===== src/rtl/watchdog_pkg.sv =====
// Shared types and helpers for the watchdog recovery supervisor.
package watchdog_pkg;

    typedef enum logic [1:0] {
        ST_MONITOR = 2'd0,
        ST_RESET   = 2'd1,
        ST_HOLDOFF = 2'd2,
        ST_FAULT   = 2'd3
    } state_e;

    function automatic int unsigned ms_to_cycles(input longint unsigned freq,
                                                 input longint unsigned ms);
        return int'(freq * ms / 64'd1000);
    endfunction

    // Counter width able to hold values 0..v-1, never narrower than one bit.
    function automatic int unsigned clog2_min1(input int unsigned v);
        return (v > 1) ? $clog2(v) : 1;
    endfunction

    function automatic logic [31:0] lowest_onehot(input logic [31:0] v);
        return v & (~v + 32'd1);
    endfunction

endpackage


===== src/rtl/watchdog_supervisor_sup_down_counter.sv =====
// Loadable down-counter that stops at zero.
module sup_down_counter #(
    parameter int unsigned Width = 4
) (
    input  logic             clk,
    input  logic             load,
    input  logic             en,
    input  logic [Width-1:0] load_val,
    output logic             zero
);

    logic [Width-1:0] count_q, count_d;

    always_comb begin
        count_d = count_q;
        if (load) begin
            count_d = load_val;
        end else if (en && (count_q != '0)) begin
            count_d = count_q - Width'(1);
        end
    end

    always_ff @(posedge clk) begin
        count_q <= count_d;
    end

    assign zero = (count_q == '0);

endmodule


===== src/rtl/watchdog_supervisor.sv =====
// Recovery sequencer for a bank of watchdogs: trip, reset pulse, hold-off,
// monitor, with retry escalation to a latched fault.
module watchdog_supervisor
    import watchdog_pkg::*;
#(
    parameter int unsigned Clk_Frequency     = 50_000_000,
    parameter int unsigned Channels          = 4,
    parameter int unsigned ResetPulse_Cycles = 16,
    parameter int unsigned Holdoff_ms        = 100,
    parameter int unsigned Stable_ms         = 1000,
    parameter int unsigned MaxRetries        = 3
) (
    input  logic                                   ipClk,
    input  logic                                   ipReset,
    input  logic [Channels-1:0]                    ipError,
    input  logic [Channels-1:0]                    ipMask,
    input  logic                                   ipClear,
    output logic                                   opSysReset,
    output logic                                   opWdReset,
    output logic [Channels-1:0]                    opCause,
    output logic [clog2_min1(MaxRetries+1)-1:0]    opRetries,
    output logic                                   opFault,
    output logic [1:0]                             opState
);

    localparam int unsigned PulseCyc  = ResetPulse_Cycles;
    localparam int unsigned HoldCyc   = ms_to_cycles(Clk_Frequency, Holdoff_ms);
    localparam int unsigned StableCyc = ms_to_cycles(Clk_Frequency, Stable_ms);
    localparam int unsigned TW = clog2_min1((PulseCyc > HoldCyc) ? PulseCyc : HoldCyc);
    localparam int unsigned SW = clog2_min1(StableCyc);
    localparam int unsigned RW = clog2_min1(MaxRetries + 1);

    state_e              state_q, state_d;
    logic                sys_reset_q, sys_reset_d;
    logic                wd_reset_q, wd_reset_d;
    logic [Channels-1:0] cause_q, cause_d;
    logic [RW-1:0]       retries_q, retries_d;
    logic                fault_q, fault_d;

    logic          tmr_load, tmr_en, tmr_zero;
    logic [TW-1:0] tmr_val;
    logic          stb_load, stb_en, stb_zero;

    logic [Channels-1:0] masked;
    logic                trig;

    assign masked = ipError & ipMask;
    assign trig   = |masked;

    // One timer serves both the reset pulse and the hold-off window;
    // it is reloaded on each entry to either state.
    sup_down_counter #(.Width(TW)) u_phase_tmr (
        .clk      (ipClk),
        .load     (tmr_load),
        .en       (tmr_en),
        .load_val (tmr_val),
        .zero     (tmr_zero)
    );

    sup_down_counter #(.Width(SW)) u_stable_tmr (
        .clk      (ipClk),
        .load     (stb_load),
        .en       (stb_en),
        .load_val (SW'(StableCyc - 1)),
        .zero     (stb_zero)
    );

    always_comb begin
        state_d   = state_q;
        cause_d   = cause_q;
        retries_d = retries_q;
        fault_d   = fault_q;
        tmr_load  = 1'b0;
        tmr_en    = 1'b0;
        tmr_val   = TW'(PulseCyc - 1);
        stb_load  = 1'b0;
        stb_en    = 1'b0;

        if (ipReset) begin
            state_d   = ST_RESET;
            tmr_load  = 1'b1;
            retries_d = '0;
            cause_d   = '0;
            fault_d   = 1'b0;
        end else begin
            case (state_q)
                ST_MONITOR: begin
                    if (trig) begin
                        cause_d = Channels'(lowest_onehot(32'(masked)));
                        if (retries_q == RW'(MaxRetries)) begin
                            state_d = ST_FAULT;
                            fault_d = 1'b1;
                        end else begin
                            state_d   = ST_RESET;
                            retries_d = retries_q + RW'(1);
                            tmr_load  = 1'b1;
                        end
                    end else if (stb_zero) begin
                        retries_d = '0;
                        stb_load  = 1'b1;
                    end else begin
                        stb_en = 1'b1;
                    end
                end
                ST_RESET: begin
                    if (tmr_zero) begin
                        state_d  = ST_HOLDOFF;
                        tmr_load = 1'b1;
                        tmr_val  = TW'(HoldCyc - 1);
                    end else begin
                        tmr_en = 1'b1;
                    end
                end
                ST_HOLDOFF: begin
                    if (tmr_zero) begin
                        state_d  = ST_MONITOR;
                        stb_load = 1'b1;
                    end else begin
                        tmr_en = 1'b1;
                    end
                end
                ST_FAULT: begin
                    if (ipClear) begin
                        state_d   = ST_RESET;
                        tmr_load  = 1'b1;
                        retries_d = '0;
                        cause_d   = '0;
                        fault_d   = 1'b0;
                    end
                end
                default: state_d = ST_RESET;
            endcase
        end

        sys_reset_d = (state_d == ST_RESET) || (state_d == ST_FAULT);
        wd_reset_d  = (state_d == ST_RESET);
    end

    always_ff @(posedge ipClk) begin
        if (ipReset) begin
            state_q     <= ST_RESET;
            sys_reset_q <= 1'b1;
            wd_reset_q  <= 1'b1;
            cause_q     <= '0;
            retries_q   <= '0;
            fault_q     <= 1'b0;
        end else begin
            state_q     <= state_d;
            sys_reset_q <= sys_reset_d;
            wd_reset_q  <= wd_reset_d;
            cause_q     <= cause_d;
            retries_q   <= retries_d;
            fault_q     <= fault_d;
        end
    end

    assign opSysReset = sys_reset_q;
    assign opWdReset  = wd_reset_q;
    assign opCause    = cause_q;
    assign opRetries  = retries_q;
    assign opFault    = fault_q;
    assign opState    = state_q;

endmodule


===== config.mk =====
export PLATFORM = sky130hd
export DESIGN_NAME = watchdog_supervisor
export DESIGN_NICKNAME = d
export VERILOG_FILES = /design/src/rtl/watchdog_pkg.sv /design/src/rtl/watchdog_supervisor_sup_down_counter.sv /design/src/rtl/watchdog_supervisor.sv
export SDC_FILE = /design/constraint.sdc
export NUM_CORES = 1
export LEC_CHECK = 0
export ABC_AREA = 1
export CAP_MARGIN = 25
export CORE_MARGIN = 2
export CORE_UTILIZATION = 47
export DETAILED_ROUTE_END_ITERATION = 8
export PLACE_DENSITY = 0.67
export SETUP_SLACK_MARGIN = 0.05
export SYNTH_ARGS = -nofsm -noshare
export SYNTH_HDL_FRONTEND = slang
export SYNTH_SLANG_ARGS = --single-unit

===== constraint.sdc =====
create_clock -name ipClk -period 2.3 [get_ports ipClk]
set_input_delay 0.345 -clock ipClk [delete_from_list [all_inputs] [get_ports ipClk]]
set_output_delay 0.345 -clock ipClk [all_outputs]
set_load 0.02 [all_outputs]

### After elaboration in Yosys (flattened, before gate mapping)

Cells that the tools add are included.

* output and inout bits: 11
* bits in registers: 60
* bits in latches: 0
* logic and storage cells: 82
* bits in read-only memories: 0
* memory bits (writable): 0
* memories: 0

* shift-type cells: 0
* bitwise gates (word level): 3
* div/mod/pow operators: 0
* $mul: 0
* $lt $le $gt $ge: 0
* add/subtract/negate cells: 4
* reduce and logical (&&, ||, !) cells: 15
* muxes and demuxes: 41
* equal/unequal tests: 11

Operators with widths (count)
* 23-bit two-way mux: 5
* 26-bit zero test: 1
* 26-bit nonzero test: 1
* 26-bit by 1-bit subtractor with 26-bit output, second input constant: 1
* 23-bit zero test: 1
* 23-bit nonzero test: 1
* 23-bit by 1-bit subtractor with 23-bit output, second input constant: 1
* 2-bit two-way mux: 10
* 1-bit two-way mux: 18
* 4-bit AND: 2
* 2-bit equality test, second input constant: 4
* 4-bit two-way mux: 2
* 2-bit case mux with 4 select lines: 1
* 4-bit case mux with 2 select lines: 1
* 4-bit AND reduction: 2
* 2-bit inequality test, second input constant: 3
* 3-bit inequality test, second input constant: 2
* 4-bit by 1-bit adder with 4-bit output, second input constant: 1
* 2-bit by 1-bit equality test with 1-bit output, second input constant: 2
* 4-bit NOT: 1
* 1-bit case mux with 2 select lines: 2
* 2-bit case mux with 2 select lines: 1
* 2-bit nonzero test: 2
* 4-bit OR reduction: 1
* 7 further kinds: 8

### Depth between registers and ports, before layout

Gate-level depths: netlist (run 1).

* depth in word-level cells: 7
* depth in mapped cells: 11
* depth with buffers taken out: 11

### Hierarchy

A second synthesis (run 1) with hierarchy kept.

* cells, all modules: 597
* area, all modules: 4257.8 sq um

By module, submodules not included
* sup_down_counter at u_stable_tmr: cells an instance 256, area an instance 1871.8 sq um, times used 1, seq. area each 780.7 sq um
* sup_down_counter at u_phase_tmr: cells an instance 222, area an instance 1620.3 sq um, times used 1, seq. area each 690.7 sq um
* watchdog_supervisor: cells an instance 119, area an instance 765.7 sq um, times used 1, seq. area each 220.2 sq um

### Worst setup path after synthesis (run 1)

No wires, ideal clock.

* path kind: register -> register
* from: register state_q[0] (netlist: opState[0])
* to: register u_phase_tmr.count_q[0] (enable)
* path slack: -0.154 ns
* setup time: 0.418 ns
* clock period less this slack: 2.454 ns
* data required time: 1.882 ns
* buffers on the path: 0
* stages on the path, launching flop included: 11
* arrival time: 2.036 ns
* cells stage by stage: dfxtp_1 -> inv_1 -> ha_1 -> inv_1 -> nor2_1 -> a22oi_2 -> nand2_2 -> nand2_4 -> nand2_2 -> inv_1 -> nand2_1

* cells in the longest elaborated chain, start to end: 6
* elaborated cells between the ends (all ways): 11
* classes of those cells: eq/ne: 3; mux: 4; reduce/logical: 4

Ends and longest elaborated chain
* start, declared: line watchdog_supervisor.sv:33 `state_e state_q, state_d;`
* start signal, assigned: line watchdog_supervisor.sv:148 `state_q <= state_d;`
* 2-bit equality test / 2-bit by 1-bit equality test with 1-bit output (equally long branches): line watchdog_supervisor.sv:86 `case (state_q)`
* 2-bit OR reduction (no source line)
* 1-bit two-way mux
* 1-bit two-way mux: line watchdog_supervisor.sv:79 `if (ipReset) begin`
* 1-bit logical AND: line watchdog_supervisor_sup_down_counter.sv:18 `end else if (en && (count_q != '0)) begin`
* 2-bit nonzero test (no source line) (*)
* end signal, assigned: line watchdog_supervisor_sup_down_counter.sv:24 `count_q <= count_d;`
* end, declared: line watchdog_supervisor_sup_down_counter.sv:12 `logic [Width-1:0] count_q, count_d;`

Mark *: on every way between the ends. The rest lies on a longest branch, timed or not.
A chain may end at the register's enable or synchronous reset.

### Final worst setup path (run 1)

* from: register u_phase_tmr.count_q[0]
* to: register u_phase_tmr.count_q[15] (enable)

* cells in the longest elaborated chain, start to end: 6
* elaborated cells between the ends (all ways): 10
* classes of those cells: mux: 6; reduce/logical: 4

Ends and longest elaborated chain
* 23-bit zero test: line watchdog_supervisor_sup_down_counter.sv:27 `assign zero = (count_q == '0);`
* 1-bit two-way mux: line watchdog_supervisor.sv:106, watchdog_supervisor.sv:115
* 1-bit two-way mux
* 1-bit two-way mux: line watchdog_supervisor.sv:79
* 1-bit logical AND: line watchdog_supervisor_sup_down_counter.sv:18
* 2-bit nonzero test (no source line) (*)

Marked as above.

==> flow_results.org, run 1 <==
** Routing
- Before antenna repair, the detailed router went through 4 iterations.
- Vias after detailed routing :: between 3k and 4k
- In this run, the number of DRC markers left after iteration 0 of detailed routing was 166.
- For this block, the routed nets add up to 7.92 mm of wire.
- After detailed routing, the average wire length per cell comes to 12.0 um.
- Once detail routing completed, the nets flagged for antenna violations numbered 0.
- Post-detailed-route DRC marker count :: 0
- In the routed layout, each cell is associated on average with a via count of 4.98.

** Logic synthesis
- The number of nets handed over by synthesis was 545.
- Most used flip-flop cell after synthesis :: sky130_fd_sc_hd__dfxtp_1
- Among all cell types in the netlist, the one instantiated most often is sky130_fd_sc_hd__nand2_1.
- Sorting the synthesized cells by area gives the leading types as sky130_fd_sc_hd__dfxtp_1 19%, sky130_fd_sc_hd__edfxtp_1 18%, sky130_fd_sc_hd__nand2_1 14%.
- The synthesized design devotes to its leading area cell type 19.2% of total area.
- In the synthesized netlist, the cells that appear most often are 145 x sky130_fd_sc_hd__nand2_1, 87 x sky130_fd_sc_hd__nor2_1, 54 x sky130_fd_sc_hd__nand3_1.
- Warnings from Yosys :: 0
- Yosys mapped a number of flops with a built-in enable equal to 23.
- Cell type contributing the most total cell area after synthesis :: sky130_fd_sc_hd__dfxtp_1
- Synthesis inferred 59 register bits.
- Of the synthesized area, sequential elements account for between 30% and 40%.
- Counting flops with an async set or reset pin after synthesis yields a share of 0%.
- Number of instances in the synthesized netlist :: between 500 and 600
- Averaged over all synthesized cells, the footprint is 7.18 um2.
- Synth Cell Area :: between 3000 and 4000 um2
- Netlist cell types :: 32

** Setup path
- The worst register-to-register path begins at u_phase_tmr.count_q[0].
- The critical path in this run is classified as reg2reg.
- Kind of end point of the critical path :: register
- The worst setup path is launched from a register.
- Critical path launch point :: u_phase_tmr.count_q[0]
- Crit-path max FO :: 23
- Data arrives at the worst endpoint at 2.08 ns.
- Required time at the worst-slack endpoint :: roughly 2.3 ns

** Floorplanning
- Horizontal die dimension :: just over 90 um
- The die covers 8740 um2.
- Placement Rows :: 32
- Effective utilization at floorplan :: 48.7%
- The die is 93.5 um tall.
- The core region is 7730 um2.
- 22 I/O pins were placed.

** Placed design
- Once placement completed, the tool counted placed cells totaling 643.
- Dpl ws :: between 0.1 and 0.15 ns
- The congestion estimate from routability-driven global placement came to 0.952.
- The placed instances occupy a cell area of 4090 um2.
- During placement, the flow inserted port buffers numbering 21.
- Once detailed placement completed, the half-perimeter wirelength came to between 5 and 6 mm.

** CTS
- Clock latency on the worst-skew pair, taken at its later pin, is 0.34 ns.
- The H-tree was split into 3 levels.
- Maximum buffer depth of the clock tree :: 2
- CTS tree :: built
- Post-CTS setup buffer count :: 0
- After clock tree synthesis, the repair step resized 0 gates.
- Clock-pin slew was measured on the worst setup and hold paths at 0.06 ns.
- Clock Sinks :: 59
- After clock tree synthesis, the flow added hold-fix buffers numbering 0.
- In this run, CTS created clock tree buffers numbering 9.
- Cell at the root of the clock tree :: sky130_fd_sc_hd__clkbuf_8

** Final layout
- Post-route core utilization :: 55.4%
- Finished Cell Area :: 4280 um2
- Final instance count without filler cells :: 659
- The post-route netlist has 10.4% of its cells at a drive strength greater than 1.
- Compared with the post-synthesis result, the final layout area differs by 13.8%.
- Antenna Diode Count :: 0
- In the final design database the tool counted ~570 nets.

** Timing
- Final Max Slew Viols :: 0
- Min cycle time layout :: 2.05 ns
- For this run, the top clock speed supported by timing is 489 MHz.
- Setup tns final :: 0 ns
- Endpoints failing setup :: 0
- In the post-route analysis, the smallest setup slack over all paths is 0.254 ns.
- Clk_skew :: 0.0145 ns
- Worst slew margin relative to its limit :: approximately 70%
- Setup repair after global routing missed its margin :: no
- Slew at the pin with the worst max-slew slack :: 0.451 ns
- Final hold viol count :: 0
- Hold is met by roughly 0.49 ns.
- Period Utilization, post-route :: 89.0%

** Power
- Across the VDD grid, the largest voltage drop is 684 uV.
- Post-route total power :: 5.31 mW
- Combinational power share :: 45.8%
- Sequential share of power :: 36.2%
- Switching Fraction :: 42.5%
- Leakage :: 1.93 nW
- Dividing total power by cell area gives a power density of 1240 nW/um2.
- Part of the total power dissipated in the clock network :: about 18%
- Internal portion of total power :: approximately 3.0 mW
- Power dissipated by switching net loads :: 2.26 mW

** Global route
- The number of antenna violations at the first check in global routing is 0.
- Global routing used 19.8% of the available tracks.
- For this run the aggregate overflow at the end of global routing stands at 0.
- Pin count of the biggest net entering global routing :: 31
- The number of global-route vias before repair was just over 3k.
- The first global-routing pass estimated 13.9 mm of wire.

** Hold path
- In this run the most critical hold path is launched from u_stable_tmr.count_q[23].
- Worst Hold Class :: reg2reg

** Flow run
- The tool flagged a number of max-cap violations equal to 0.

** Run status
- Status :: complete, no violations
area by class of cell:
class | count | area [um2]
multi-input combinational | 404 | 2090
clock inverter | 3 | 37.5
tap | 102 | 128
inverter | 51 | 191
timing repair buffer | 27 | 268
clock buffer | 13 | 159
sequential | 59 | 1410
fill | 752 | 3440
sequential cells by signal, summed over array words and instances (netlist names):
register,cells
u_stable_tmr.count_q,26
opWdReset,1
opFault,1
opRetries,2
opState,2
opCause,4
u_phase_tmr.count_q,23
cells by family after synthesis:
family,share of synthesized area [%]
buffers and inverters,7.05
and+or+nand+nor,39.8
AOI/OAI and AO/OA,4.66
adders and majority gates,3.33
xor gates and xnor gates,7.68
DFF,37.5
per-layer routing:
metal	share of wire, %	vias up	global-route usage, %	wire length (um)
li1	-	1728	-	-
met1	50	1473	26.9	3940
met2	45	75	31.5	3550
met3	4.7	7	4.27	371
met4	0.67	0	5.88	53
met5	0	-	0	0
cell usage in the layout (no fill, tap or decap):
cell                              synthesis  layout
sky130_fd_sc_hd__o211ai_2                 1       1
sky130_fd_sc_hd__clkinv_1                 0       2
sky130_fd_sc_hd__nor2_4                   6       6
sky130_fd_sc_hd__nor3_1                   2       2
sky130_fd_sc_hd__inv_1                   46      46
sky130_fd_sc_hd__nor4_1                   1       1
sky130_fd_sc_hd__nor2_2                  13      13
sky130_fd_sc_hd__edfxtp_1                23      23
sky130_fd_sc_hd__clkdlybuf4s50_1          0      21
sky130_fd_sc_hd__a21oi_1                 13      13
sky130_fd_sc_hd__nand4_1                  7       7
sky130_fd_sc_hd__nand4_2                  1       1
sky130_fd_sc_hd__buf_12                   0       1
sky130_fd_sc_hd__buf_4                    3       5
sky130_fd_sc_hd__a22oi_2                  1       1
sky130_fd_sc_hd__nand2_2                  6       7
sky130_fd_sc_hd__o21ai_0                  8       8
sky130_fd_sc_hd__nand3_1                 54      54
sky130_fd_sc_hd__o21ai_1                  9       9
sky130_fd_sc_hd__nand3b_1                 1       1
sky130_fd_sc_hd__bufinv_16                0       1
sky130_fd_sc_hd__clkbuf_1                 1       2
sky130_fd_sc_hd__nand2_4                  2       2
sky130_fd_sc_hd__xnor2_1                 20      20
sky130_fd_sc_hd__nand3b_2                 1       1
sky130_fd_sc_hd__nand3_4                  2       2
sky130_fd_sc_hd__ha_1                    10      10
sky130_fd_sc_hd__clkbuf_8                 0      11
sky130_fd_sc_hd__inv_2                    5       5
sky130_fd_sc_hd__nor2_1                  87      87
sky130_fd_sc_hd__xor2_1                  13      13
sky130_fd_sc_hd__dfxtp_1                 36      36
sky130_fd_sc_hd__nor2_8                   1       1
sky130_fd_sc_hd__nand2_1                145     144
worst paths after layout:
kind,end,slack [ns],cells past startpoint
setup / recovery,u_phase_tmr.count_q[15],0.25,11
hold / removal,u_stable_tmr.count_q[23],0.49,2
setup reg to reg,u_phase_tmr.count_q[15],0.25,11
hold reg to reg,u_stable_tmr.count_q[23],0.49,2
power by group through the flow:
stage          Sequential (mW)  Clock, mW  Combinational [mW]
2_1_floorplan             1.95          0                1.76
3_3_place_gp              1.92          0                2.40
3_5_place_dp              1.93          0                2.43
4_1_cts                   1.92      0.985                2.45
5_1_grt                   1.98       1.03                2.75
6_report                  1.92      0.953                2.43
critical path, stage by stage, from the launching register on:
cell and delay, ns:
sky130_fd_sc_hd__edfxtp_1 0.40, sky130_fd_sc_hd__inv_1 0.14, sky130_fd_sc_hd__ha_1 0.19, sky130_fd_sc_hd__nand2_1 0.06
sky130_fd_sc_hd__nor2_1 0.20, sky130_fd_sc_hd__nand4_2 0.16, sky130_fd_sc_hd__nand2_2 0.11, sky130_fd_sc_hd__nand2_4 0.05
sky130_fd_sc_hd__nand2_2 0.06, sky130_fd_sc_hd__inv_1 0.09, sky130_fd_sc_hd__nand2_2 0.09, sky130_fd_sc_hd__buf_12 0.18
Power figures use the tool's default switching activity.
==> inputs of run 2 (changes only) <==
Settings changed: PLACE_DENSITY 0.67 to 0.66, SYNTH_HIERARCHICAL from default to 1.
==> flow_results.org, run 2 <==
** Setup path
- The peak per-stage delay on the critical path is 0.44 ns (+0.04 ns).
- Critical path launch point :: u_phase_tmr/count_q[5]
- Endpoint arrival time on the critical path :: 2.44 ns (+0.36 ns)
- On the critical path, the stage with the largest delay is an instance of sky130_fd_sc_hd__edfxtp_1.
- Family with the most delay on the worst path :: simple AND/OR/NAND/NOR gates
- The buffers plus inverters on the worst setup path was 3 (unchanged).
- Worst reg2reg path endpoint :: u_stable_tmr/count_q[14]
- The largest driver fanout on the critical path is 12 (-48%).
- Number of cells on the worst reg-to-reg path :: 10 (-1)
- The critical path goes through nor2_2 > nand2_2 > nor3_4 > nor3b_4 > nand2_1 > a21oi_4 > clkinv_4 > buf_12 > buf_4 > a31oi_1.
- Type of the worst setup path :: reg2reg
- Required time at the worst-slack endpoint :: 2.48 ns (+0.14 ns)
- Minimum setup slack among reg-to-reg paths :: 0.05 ns (-0.21 ns)
- Kind of end point of the critical path :: register
- The worst setup path is launched from a register.
- Beginning of the worst register-to-register path :: u_phase_tmr/count_q[5]

** Final layout
- Commonest non-fill, non-tap cells in the layout :: 164 x sky130_fd_sc_hd__nand2_1, 89 x sky130_fd_sc_hd__nor2_1, 55 x sky130_fd_sc_hd__inv_1
- Max reg flops :: 26 (unchanged)
- The diode insertion count for antenna repair came to 0 (unchanged).
- Layout Nets :: 743 (+30%)
- The fill cell total of the finished layout is 730 (-2.9%).
- Most common library cell in the layout ignoring fill and taps :: sky130_fd_sc_hd__nand2_1
- The register with the most flip-flops in the final layout is u_stable_tmr/count_q.
- The post-route standard cell area excluding fillers came to 5720 um2 (+33%).
- Synthesis-to-finish area growth :: 34.2%
- Final instance count without filler cells :: 837 (+27%)
- The layout cell share with drive strength beyond 1 was 23.5% (+13 points).

** Logic synthesis
- Number of instances in the synthesized netlist :: 597 (+14%)
- Dominant cells by area after synthesis :: sky130_fd_sc_hd__edfxtp_1 35%, sky130_fd_sc_hd__nand2_1 15%, sky130_fd_sc_hd__nor2_1 8.4%
- Post-Syn Area per Cell :: 7.13 um2 (-0.67%)
- The combined area of all synthesized cells is 4260 um2 (+13%).
- Sequential area share after synthesis :: 39.7% (+2.2 points)
- The most common cell in the synthesized netlist is sky130_fd_sc_hd__nand2_1.
- Most used flip-flop cell after synthesis :: sky130_fd_sc_hd__edfxtp_1
- Cell type contributing the most total cell area after synthesis :: sky130_fd_sc_hd__edfxtp_1
- The async set-or-reset flop fraction in the synthesized netlist is 0% (unchanged).
- The register bit total from synthesis was 60 (+1.7%).
- Warnings from Yosys :: 6 (+6)
- Yosys top cell area share :: 34.6% (+15 points)
- The number of enable flip-flop cells after synthesis was 49 (+110%).
- Most numerous cell types in the synthesized netlist :: 170 x sky130_fd_sc_hd__nand2_1, 95 x sky130_fd_sc_hd__nor2_1, 58 x sky130_fd_sc_hd__inv_1
- The number of distinct standard cells referenced by the synthesized netlist was 37 (+16%).

** Power
- Worst vdd ir :: 433 uV (-37%)
- The power density of the placed cells was 559 nW/um2 (-55%).
- The static leakage power is 2.52 nW (+31%).

** Hold path
- The cell count of the worst hold path came to 2 (unchanged).
- The tightest min-delay check is of the reg2reg type.
- The worst hold path terminates at opCause[1].
- The startpoint identified for the worst hold timing path is opCause[1].

** Global route
- The number of antenna violations at the first check in global routing came to 0 (unchanged).
- The overall global routing resource usage is 21.8% (+2.0 points).
- The global-route wire length before repair came to 17.6 mm (+27%).
- The number of global-route vias before repair came to 3948 (+27%).
- The pin count of the biggest net entering global routing was 27 (-13%).
- Total global routing overflow :: 0 (unchanged)

** Floorplanning
- Core area :: 8760 um2 (+13%)
- The initial standard-cell utilization of the core is 48.6% (-0.10 points).
- Horizontal die dimension :: 99.2 um (+6.1%)
- Area of the die :: 9840 um2 (+13%)
- Die extent in y :: 99.2 um (+6.1%)
- The top-level I/O count is 22 (unchanged).
- Placement Rows :: 34 (+6.3%)

** Routing
- TritonRoute pass-1 iters :: 7 (+3)
- The via density per instance is 5.08 (+1.9%).
- The wire length after detailed routing came to 11.0 mm (+39%).
- Post-detailed-route DRC marker count :: 0 (unchanged)
- The via total after detailed routing is 4249 (+29%).
- The mean routed wirelength per cell was 13.2 um (+9.8%).
- Number of DRC markers in iteration 0 :: 206 (+24%)
- Post-route antenna net violation count :: 0 (unchanged)

** Timing
- The final setup violation count came to 0 (unchanged).
- The setup skew after layout is 0.00505 ns (-0.00944 ns).
- Setup repair after global routing could not meet its margin everywhere.
- The time the worst path needs with I/O delays and setup was 2.25 ns (+0.208 ns).
- The final worst slack is 0.0455 ns (-0.208 ns).
- The top achievable clock speed came to 444 MHz (-9.2%).
- Final hold viol count :: 0 (unchanged)
- Period Utilization, post-route :: 98.0% (+9.1 points)
- The final number of max-transition violations was 0 (unchanged).

** CTS
- Clock network latency to the later pin of the worst-skew pair :: 0.34 ns (about the same)
- The number of buffers added by the clock tree synthesis step is 9 (unchanged).
- Maximum level of the CTS H-tree :: 3 (unchanged)
- Clock slew at the register clock pins of the worst setup and hold paths :: 0.07 ns (about the same)
- The worst-case clock buffer depth is 2 (unchanged).
- Cell at the root of the clock tree :: sky130_fd_sc_hd__clkbuf_8
- The total clock sinks is 60 (+1.7%).
- CTS tree :: built

** Placed design
- The placed instance area is 5120 um2 (+25%).
- Half-perimeter wire length after detailed placement :: 7.42 mm (+27%)
- Final GP Congestion :: 0.860 (-9.6%)
- Port Buf Inserts :: 21 (unchanged)
- The number of cells after detailed placement was 801 (+25%).
- Dpl ws :: -0.0526 ns (-0.190 ns)

** Flow run
- Count of maximum capacitance violations :: 0 (unchanged)

** Run status
- Status :: complete, no violations
-- run 2: cell count changes after synthesis, moves of 6 or more --
cell                       delta
sky130_fd_sc_hd__edfxtp_1    +26
sky130_fd_sc_hd__dfxtp_1     -25
sky130_fd_sc_hd__nand2_1     +25
sky130_fd_sc_hd__xnor2_1     -16
sky130_fd_sc_hd__inv_1       +12
sky130_fd_sc_hd__xor2_1      -10
sky130_fd_sc_hd__a31oi_1      +9
sky130_fd_sc_hd__nand4_1      +8
sky130_fd_sc_hd__nor2_1       +8
sky130_fd_sc_hd__nand2_2      +7
sky130_fd_sc_hd__clkbuf_1     +6
sky130_fd_sc_hd__nor2_4       +6
-- run 2: area by class of cell --
class	instances	area [um2]	area share, %
inverters	68	270	4.73
repair buffers	87	840	14.7
clock buffers	11	131	2.30
well taps	108	135	2.36
clock inverters	5	52.6	0.919
flip-flops and latches	60	1690	29.6
multi-input cells	498	2590	45.4
-- run 2: power by group --
part	leakage (nW)	switching, mW	internal [mW]
combinational	1.86	0.494	0.379
clock	0.0947	0.436	0.496
sequential	0.566	0.0900	1.30
-- run 2: layer usage --
layer | GRT usage, % | vias up | wire [um]
met4 | 6.95 | 0 | 157
li1 | - | 2160 | -
met1 | 30.7 | 1957 | 5290
met2 | 35.1 | 112 | 5080
met3 | 2.67 | 20 | 522
met5 | 0 | - | 0
-- run 2: worst max-delay path by stage --
stage | to | slack (ns) | depth (start not counted)
4_1_cts | u_stable_tmr/count_q[14] | 0.05 | 11
2_1_floorplan | u_phase_tmr/count_q[0] | 0.05 | 13
3_3_place_gp | u_stable_tmr/count_q[0] | 0.01 | 9
6_report | u_stable_tmr/count_q[14] | 0.05 | 10
3_5_place_dp | u_stable_tmr/count_q[7] | -0.05 | 9
5_1_grt | u_phase_tmr/count_q[5] | -0.11 | 12
-- run 2: what timing repair did --
item | CTS | global route
hold buffers | 0 | 0
setup buffers | 2 | 12
resized for setup | 4 | 40
cloned | 0 | 6
endpoints found under the setup margin | 98 | 98
pin swaps | 1 | 18
-- run 2: worst register-to-register path, cell delays in order (launching register included) --
cell and delay (ns):
sky130_fd_sc_hd__edfxtp_1 0.44, sky130_fd_sc_hd__nor2_2 0.17, sky130_fd_sc_hd__nand2_2 0.10, sky130_fd_sc_hd__nor3_4 0.20, sky130_fd_sc_hd__nor3b_4 0.28, sky130_fd_sc_hd__nand2_1 0.13
sky130_fd_sc_hd__a21oi_4 0.21, sky130_fd_sc_hd__clkinv_4 0.11, sky130_fd_sc_hd__buf_12 0.16, sky130_fd_sc_hd__buf_4 0.14, sky130_fd_sc_hd__a31oi_1 0.16
-- run 2: kinds of logic after synthesis --
| group | count (synthesis) | share of synthesized area [%] |
|---|---|---|
| simple gates | 385 | 41.4 |
| buf+inv | 80 | 7.76 |
| flops | 60 | 39.7 |
| compound gates | 55 | 7.17 |
| fa+ha+maj | 8 | 2.35 |
| xor+xnor | 7 | 1.44 |
| other cells | 2 | 0.176 |
-- run 2: through the flow --
| step | util, % | TNS, ns | hold slack [ns] | total power [mW] |
|---|---|---|---|---|
| 4_1_cts | 61.0 | 0 | 0.492 | 3.05 |
| 2_1_floorplan | - | 0 | 0.519 | 1.86 |
| 3_5_place_dp | 58.5 | -0.564 | 0.476 | 2.11 |
| 5_1_grt | 65.2 | -2.22 | 0.535 | 3.37 |
| 3_3_place_gp | 58.5 | 0 | 0.468 | 2.10 |
| 6_report | 65.2 | 0 | 0.484 | 3.20 |
